`src/rtl/ram_burst_reader.sv`:
```
// Burst read engine for a RAM read port: turns (addr, len) commands into
// sequential reads and re-times the 1-cycle-latency data onto a valid/ready stream.
module ram_burst_reader #(
  parameter int DATA_WIDTH = 32,
  parameter int ADDR_WIDTH = 10,
  parameter int LEN_WIDTH  = ADDR_WIDTH + 1
) (
  input  logic                  clk,
  input  logic                  rst_n,
  input  logic                  cmd_valid,
  output logic                  cmd_ready,
  input  logic [ADDR_WIDTH-1:0] cmd_addr,
  input  logic [LEN_WIDTH-1:0]  cmd_len,
  output logic                  ram_en,
  output logic                  ram_we,
  output logic [ADDR_WIDTH-1:0] ram_addr,
  input  logic [DATA_WIDTH-1:0] ram_dout,
  output logic                  m_valid,
  input  logic                  m_ready,
  output logic [DATA_WIDTH-1:0] m_data,
  output logic                  m_last,
  output logic                  busy,
  output logic                  done
);

  typedef enum logic [1:0] {
    IDLE  = 2'd0,
    RUN   = 2'd1,
    DRAIN = 2'd2
  } state_t;

  state_t                state_q, state_d;
  logic [ADDR_WIDTH-1:0] addr_q, addr_d;
  logic [LEN_WIDTH-1:0]  rem_q, rem_d;
  logic                  inflight_q, inflight_d;
  logic                  inflight_last_q, inflight_last_d;
  logic [DATA_WIDTH-1:0] buf_data_q [2];
  logic [DATA_WIDTH-1:0] buf_data_d [2];
  logic [1:0]            buf_last_q, buf_last_d;
  logic                  wr_ptr_q, wr_ptr_d;
  logic                  rd_ptr_q, rd_ptr_d;
  logic [1:0]            count_q, count_d;
  logic                  busy_q, busy_d;
  logic                  done_q, done_d;

  logic                  push;
  logic                  pop;
  logic                  issue;
  logic                  rem_is_one;
  logic [2:0]            occ;
  logic [2:0]            limit;

  assign m_valid    = (count_q != 2'd0);
  assign m_data     = buf_data_q[rd_ptr_q];
  assign m_last     = m_valid & buf_last_q[rd_ptr_q];
  assign cmd_ready  = (state_q == IDLE);
  assign busy       = busy_q;
  assign done       = done_q;
  assign ram_we     = 1'b0;
  assign ram_addr   = addr_q;
  assign ram_en     = issue;

  assign push       = inflight_q;
  assign pop        = m_valid & m_ready;
  assign rem_is_one = (rem_q == LEN_WIDTH'(1));

  // A new read may only go out if the buffer can still take it when it lands:
  // words already buffered plus the one in flight, less the one leaving now.
  assign occ   = {2'b00, inflight_q} + {1'b0, count_q};
  assign limit = 3'd2 + {2'b00, pop};
  assign issue = (state_q == RUN) && (rem_q != '0) && (occ < limit);

  always_comb begin
    state_d         = state_q;
    addr_d          = addr_q;
    rem_d           = rem_q;
    busy_d          = busy_q;
    done_d          = 1'b0;
    buf_data_d      = buf_data_q;
    buf_last_d      = buf_last_q;
    wr_ptr_d        = wr_ptr_q;
    rd_ptr_d        = rd_ptr_q;
    inflight_d      = issue;
    inflight_last_d = issue & rem_is_one;
    count_d         = count_q + {1'b0, push} - {1'b0, pop};

    if (push) begin
      buf_data_d[wr_ptr_q] = ram_dout;
      buf_last_d[wr_ptr_q] = inflight_last_q;
      wr_ptr_d             = ~wr_ptr_q;
    end
    if (pop) begin
      rd_ptr_d = ~rd_ptr_q;
    end
    if (issue) begin
      addr_d = addr_q + ADDR_WIDTH'(1);
      rem_d  = rem_q - LEN_WIDTH'(1);
    end

    case (state_q)
      IDLE: begin
        if (cmd_valid) begin
          addr_d = cmd_addr;
          rem_d  = cmd_len;
          if (cmd_len != '0) begin
            state_d = RUN;
            busy_d  = 1'b1;
          end else begin
            done_d  = 1'b1;
          end
        end
      end
      RUN: begin
        if (issue && rem_is_one) begin
          state_d = DRAIN;
        end
      end
      DRAIN: begin
        // No reads are issued here, so an empty next buffer means the tail is out.
        if (count_d == 2'd0) begin
          state_d = IDLE;
          busy_d  = 1'b0;
          done_d  = 1'b1;
        end
      end
      default: begin
        state_d = IDLE;
        busy_d  = 1'b0;
      end
    endcase
  end

  always_ff @(posedge clk) begin
    if (!rst_n) begin
      state_q         <= IDLE;
      addr_q          <= '0;
      rem_q           <= '0;
      busy_q          <= 1'b0;
      done_q          <= 1'b0;
      inflight_q      <= 1'b0;
      inflight_last_q <= 1'b0;
      buf_data_q[0]   <= '0;
      buf_data_q[1]   <= '0;
      buf_last_q      <= '0;
      wr_ptr_q        <= 1'b0;
      rd_ptr_q        <= 1'b0;
      count_q         <= 2'd0;
    end else begin
      state_q         <= state_d;
      addr_q          <= addr_d;
      rem_q           <= rem_d;
      busy_q          <= busy_d;
      done_q          <= done_d;
      inflight_q      <= inflight_d;
      inflight_last_q <= inflight_last_d;
      buf_data_q[0]   <= buf_data_d[0];
      buf_data_q[1]   <= buf_data_d[1];
      buf_last_q      <= buf_last_d;
      wr_ptr_q        <= wr_ptr_d;
      rd_ptr_q        <= rd_ptr_d;
      count_q         <= count_d;
    end
  end

endmodule

```
`config.mk`:
```
export PLATFORM = sky130hd
export DESIGN_NAME = ram_burst_reader
export DESIGN_NICKNAME = d
export VERILOG_FILES = /design/src/rtl/ram_burst_reader.sv
export SDC_FILE = /design/constraint.sdc
export NUM_CORES = 1
export LEC_CHECK = 0
export ABC_AREA = 1
export CAP_MARGIN = 0
export CORE_MARGIN = 4
export CORE_UTILIZATION = 36
export CTS_BUF_LIST = sky130_fd_sc_hd__clkbuf_16
export DETAILED_ROUTE_END_ITERATION = 10
export GPL_ROUTABILITY_DRIVEN = 0
export PLACE_DENSITY = 0.68
export SLEW_MARGIN = 20
export SYNTH_ARGS = -nofsm -noshare
export SYNTH_HDL_FRONTEND = slang
export SYNTH_SLANG_ARGS = --single-unit
```
`constraint.sdc`:
```
create_clock -name clk -period 1.5 [get_ports clk]
set_input_delay 0.3 -clock clk [delete_from_list [all_inputs] [get_ports clk]]
set_output_delay 0.3 -clock clk [all_outputs]
set_load 0.05 [all_outputs]
```
==> reports/results.txt, run 1 <==
Aggregate global routing overflow: 0
Initial Util: 37.20%
Max-Cap Viols: 0
DR WL/cell: 14.28 um
R2R setup slack: -300 ps
Hold Slack: 370.0 ps
Count leader, synth: nand2_1
Hold endpoint: rem_q[1]
Core area: 0.01272 mm2
Initial drt markers: 379
Post-synthesis simple-gate area fraction: 33.29%
CP endpoint kind: output pin
Area of the multi-input gates: 0.003174 mm2
Synth Cell Area: 0.004732 mm2
Mux cell area share after synthesis: 0%
Hold path start: rst_n
Syn. warnings: 0
Final worst path period need: 1915 ps
CTS tree: built
Avg Synthesized Cell Area: 6.646 um2
Synth area leaders: dfxtp_1 41%, nand2_1 13%, nor2_1 12%
Vias: 5080
# nets final: 942
Cell count after synthesis: 712
Antenna-violating nets left: 0
Final clock skew: 5.584 ps
Total track usage: 20.10%
Syn nets: 776
Internal: 5091 uW
Post-synth top area cell: dfxtp_1
CTS max path bufs: 2
Hold-fix buffers, CTS: 0
Adder-Cell Fraction of Synth Area: 1.851%
Peak VDD IR: 0.4781 mV
Post-synth ARST share: 0%
Min setup slack post-route: -414.6 ps
Layout filler cell count: 1047
Layout cells sized above 1: 36.35%
Final hold vios: 0
Violated checks: negative setup slack
RSZ-0062 raised after global routing: yes
Clock Latency Late Sink: 350 ps
Share of power burned in the clock network: 28.5%
Port Buffer Count: 104
First-pass GRT wire length: 23.87 mm
Area growth syn-to-layout: 73.61%
Total CTS buffers: 9
P per Cell Area: 937.0 mW/mm2
Cell depth of the worst hold path: 4
H-tree Lvls: 3
Pre-antenna DRT Iters: 4
Met3 Usage GRT: 3.456%
Vias in the first global route: 4893
Placed Instances: 1016
Clock root cell: clkbuf_16
Vias per inst: 4.815
Flops & latches, synth: 97
Initial antenna violation count: 0
Reg-to-reg startpoint: inflight_q
Top FF cell, synth: dfxtp_1
Diodes inserted: 0
Top Ports: 106
Post-Synth XOR/XNOR Area: 1.296%
Clk sinks: 97
Pleak: 0.003859 uW
Part of the Yosys area used for sequential elements: 41.04%
Worst-path clk slew: 70 ps
Sequential cell area: 0.001969 mm2
Met2 usage in global routing: 34.15%
Num rows: 41
Tcrit/Tclk final: 127.6%
Commonest cells post-synth: 164 x nand2_1, 157 x nor2_1, 97 x dfxtp_1
Drt drc: 0
Synth unique cells: 36
Data required, critical path: 1200 ps
Dpl hpwl: 8.891 mm
Final setup violation count: 61
Status: complete, but fails checks
Hold Crit Class: input pin to flop
Gate power share: 33.7%
Yosys top cell area share: 41.04%
Fin cells: 1055
Worst Setup Start Kind: flop
Arr. time, crit path: 1610 ps
Main combinational cell family by area after synthesis: simple AND/OR/NAND/NOR gates
Met1 Use GR: 25.60%
Switching Share: 33.86%
Reg-to-reg endpoint: rem_q[7]
Reg2Reg Depth: 13
Sw Pwr: 2607 uW
Kind of critical path: flop to output pin
Final wirelength: 15.07 mm
Crit-path max FO: 2
Die Height: 122.7 um
Busiest grt layer: met2
Full die area: 0.01504 mm2
Synth Area in Compound Gates: 13.22%
Die width: 122.7 um
Pin count of the biggest net entering global routing: 42
F_max: 0.5223 GHz
Seq pwr share: 37.7%
EDFF count, synth: 0
Fin. max-slew vios: 0
## through the flow
stage / instance area, um2 / setup WS, ps / util, % / power (uW) / TNS (ps)
after floorplan: 4928 / -59.57 / - / 4071 / -162.8
after global placement: 6624 / -451.6 / 52.07 / 4903 / -8173
after detailed placement: 6624 / -462.9 / 52.07 / 4915 / -8589
after CTS: 7950 / -437.4 / 62.49 / 7569 / -10610
after global routing: 8215 / -468.4 / 64.58 / 8071 / -13970
final: 8215 / -414.6 / 64.58 / 7698 / -10130
## per-layer routing
layer / wire (um) / vias up
met4: 328 / 0
li1: - / 2573
met1: 6470 / 2335
met3: 803 / 25
met5: 0 / -
met2: 7464 / 147
## cells in the final DEF, fill, tap and decap left out, types with 25 or more instances in the layout
cell,Yosys,routed
buf_12,0,25
buf_4,2,59
buf_8,0,36
clkdlybuf4s50_1,0,55
dfxtp_1,97,85
inv_1,62,56
nand2_1,164,63
nand2_2,3,26
nand2_4,0,77
nor2_1,157,150
o21ai_0,84,80
## power by group through the flow
stage	Combinational (uW)	Sequential, uW	Clock [uW]
finish	2600	2900	2200
global route	2780	2920	2370
CTS	2460	2880	2230
detailed placement	2000	2910	0
global placement	1990	2910	0
floorplan	1070	3000	0
## cells by family after synthesis
kind of cell,after synthesis
AO/OA/AOI/OAI,113
XOR/XNOR,7
adder cells (fa/ha/maj),7
buffers and inverters,109
flip-flops,97
other,1
AND/OR/NAND/NOR,378
## how the worst max path moves through the flow
stage | startpoint | endpoint | slack, ps | cells after the start
after detailed placement | m_ready | busy | -460 | 12
after global routing | inflight_q | ram_en | -470 | 8
after global placement | m_ready | busy | -450 | 12
after floorplan | count_q[0] | busy | -60 | 13
after CTS | count_q[0] | ram_en | -440 | 8
final | inflight_q | ram_en | -410 | 8
## sequential cells by signal, summed over array words and instances, names as in the netlist
name and cells:
ram_addr 10, count_q 2, done 1, rd_ptr_q 1, inflight_last_q 1, buf_data_q 64, buf_last_q 2, busy 1
state_q 2, inflight_q 1, wr_ptr_q 1, rem_q 11
## worst max-delay path, cell delays in order (launching register included)
cell	delay, ps
dfxtp_4	360
ha_4	160
ha_4	150
nor2_4	90
buf_6	110
nand2_4	60
nor2_8	90
buf_12	110
buf_12	120
## cell type report
| type | instances | share of cell area (%) |
|---|---|---|
| Multi-Input combinational cell | 507 | 38.64 |
| Timing Repair Buffer | 191 | 27.87 |
| Sequential cell | 97 | 23.97 |
| Inverter | 72 | 3.503 |
| Clock buffer | 9 | 2.741 |
| Tap cell | 172 | 2.620 |
| Clock inverter | 7 | 0.6549 |
## timing repair
item,CTS,global route
gates cloned,8,0
resized for setup,202,75
buffers inserted,14,8
pin swaps,32,20
endpoints found under the setup margin,61,61
No activity file was read; power rests on OpenSTA's default activity.
==> run 2: changes to the inputs <==
==> constraint.sdc (replaced) <==
create_clock -name clk -period 1.5 [get_ports clk]
set_input_delay 0.3 -clock clk [delete_from_list [all_inputs] [get_ports clk]]
set_output_delay 0.3 -clock clk [all_outputs]
set_load 0.01 [all_outputs]
==> run 2 against run 1 <==
Effect of this change:
- the flow still finishes with violations (negative setup slack)
- maximum frequency up 9.6%
- power shrank 12%
- sequential cell count did not move
==> reports/results.txt, run 2 (same netlist as run 1, synthesis figures left out) <==
Total CTS buffers: 9
Layout filler cell count: 1224
Area of the multi-input gates: 0.002751 mm2
Sequential cell area: 0.001952 mm2
Final clock skew: 4.224 ps
Full die area: 0.01504 mm2
Kind of critical path: flop to output pin
Commonest cells after routing, fill and taps aside: 149 x nor2_1, 108 x nand2_1, 91 x dfxtp_1
Tcrit/Tclk final: 116.5%
Register with the most flip-flops: buf_data_q
Top Ports: 106
Fin. max-slew vios: 0
Initial antenna violation count: 0
F_max: 0.5723 GHz
Violated checks: negative setup slack
Clock root cell: clkbuf_16
Clk sinks: 97
Crit-path max FO: 2
Final worst path period need: 1747 ps
Final setup violation count: 59
Status: complete, but fails checks
Min setup slack post-route: -247.2 ps
Vias per inst: 4.711
Clock Latency Late Sink: 340 ps
Dpl hpwl: 8.761 mm
Arr. time, crit path: 1450 ps
H-tree Lvls: 3
Num rows: 41
Max FFs per register: 64
Hold Crit Class: input pin to flop
Commonest non-fill, non-tap cell in the layout: nor2_1
Final wirelength: 14.12 mm
Pleak: 0.003726 uW
Layout cells sized above 1: 29.76%
P per Cell Area: 917.7 mW/mm2
Total track usage: 18.51%
Antenna-violating nets left: 0
# nets final: 946
Core area: 0.01272 mm2
Place WS: -542.4 ps
Vias: 4989
Peak VDD IR: 0.4955 mV
Aggregate global routing overflow: 0
Pre-antenna DRT Iters: 4
RSZ-0062 raised after global routing: yes
Max-Cap Viols: 0
Final hold vios: 0
Hold Slack: 357.3 ps
First-pass GRT wire length: 22.20 mm
Pin count of the biggest net entering global routing: 53
CTS tree: built
Worst-path clk slew: 60 ps
CTS max path bufs: 2
Data required, critical path: 1200 ps
Initial drt markers: 337
Die width: 122.7 um
Initial Util: 37.20%
Port Buffer Count: 104
CP endpoint kind: output pin
Vias in the first global route: 4745
DR WL/cell: 13.33 um
Worst Setup Start Kind: flop
Diodes inserted: 0
Die Height: 122.7 um
Drt drc: 0
Area growth syn-to-layout: 56.66%
## run 2: power breakdown
group          internal [uW]  leakage [uW]  switching (uW)
registers               2740      0.000795             108
clock network           1110      0.000135             977
logic                    933       0.00280             937
total                   4780       0.00373            2020
## run 2: repair_timing
action | CTS | global route
pin swaps | 45 | 36
hold buffers | 0 | 0
gates cloned | 8 | 0
resized for setup | 237 | 89
setup buffers | 13 | 5
setup endpoints to repair | 76 | 66
## run 2: path summary, 6_finish.rpt
check | endpoint | cells after the start | startpoint | slack, ps
min | buf_data_q[19] | 3 | rst_n | 360
max | ram_en | 6 | inflight_q | -250
max reg2reg | rem_q[4] | 9 | inflight_q | -180
min reg2reg | buf_last_q[0] | 2 | inflight_last_q | 490
## run 2: final cells by class
type | count | area share [%]
Clock buffer | 9 | 3.038
Clock inverter | 7 | 0.5232
Inverter | 72 | 3.848
Multi-Input combinational cell | 507 | 37.11
Sequential cell | 97 | 26.33
Tap cell | 172 | 2.903
Timing Repair Buffer | 195 | 26.24
## run 2: per-layer routing
metal	wire, um	global-route usage (%)
met4	182	7.068
met1	6197	23.33
met2	7005	31.78
met3	734	2.949
met5	0	0
## run 2: critical path: stages (launching register included)
cell and delay [ps]:
dfxtp_2 340, ha_4 160, ha_4 220, nand2_2 80
nand2_4 60, nor2_8 130, buf_6 110
## run 2: stage by stage
stage / setup TNS (ps) / instance area [um2] / power, uW / utilization, % / std cells
CTS: -6354 / 7074 / 6712 / 55.61 / 1057
global route: -9094 / 7413 / 7164 / 58.27 / 1059
global placement: -15800 / 6417 / 4439 / 50.44 / 1020
floorplan: -126.2 / 4776 / 3684 / - / 712
finish: -5628 / 7413 / 6803 / 58.27 / 1059
detailed placement: -16600 / 6417 / 4454 / 50.44 / 1020
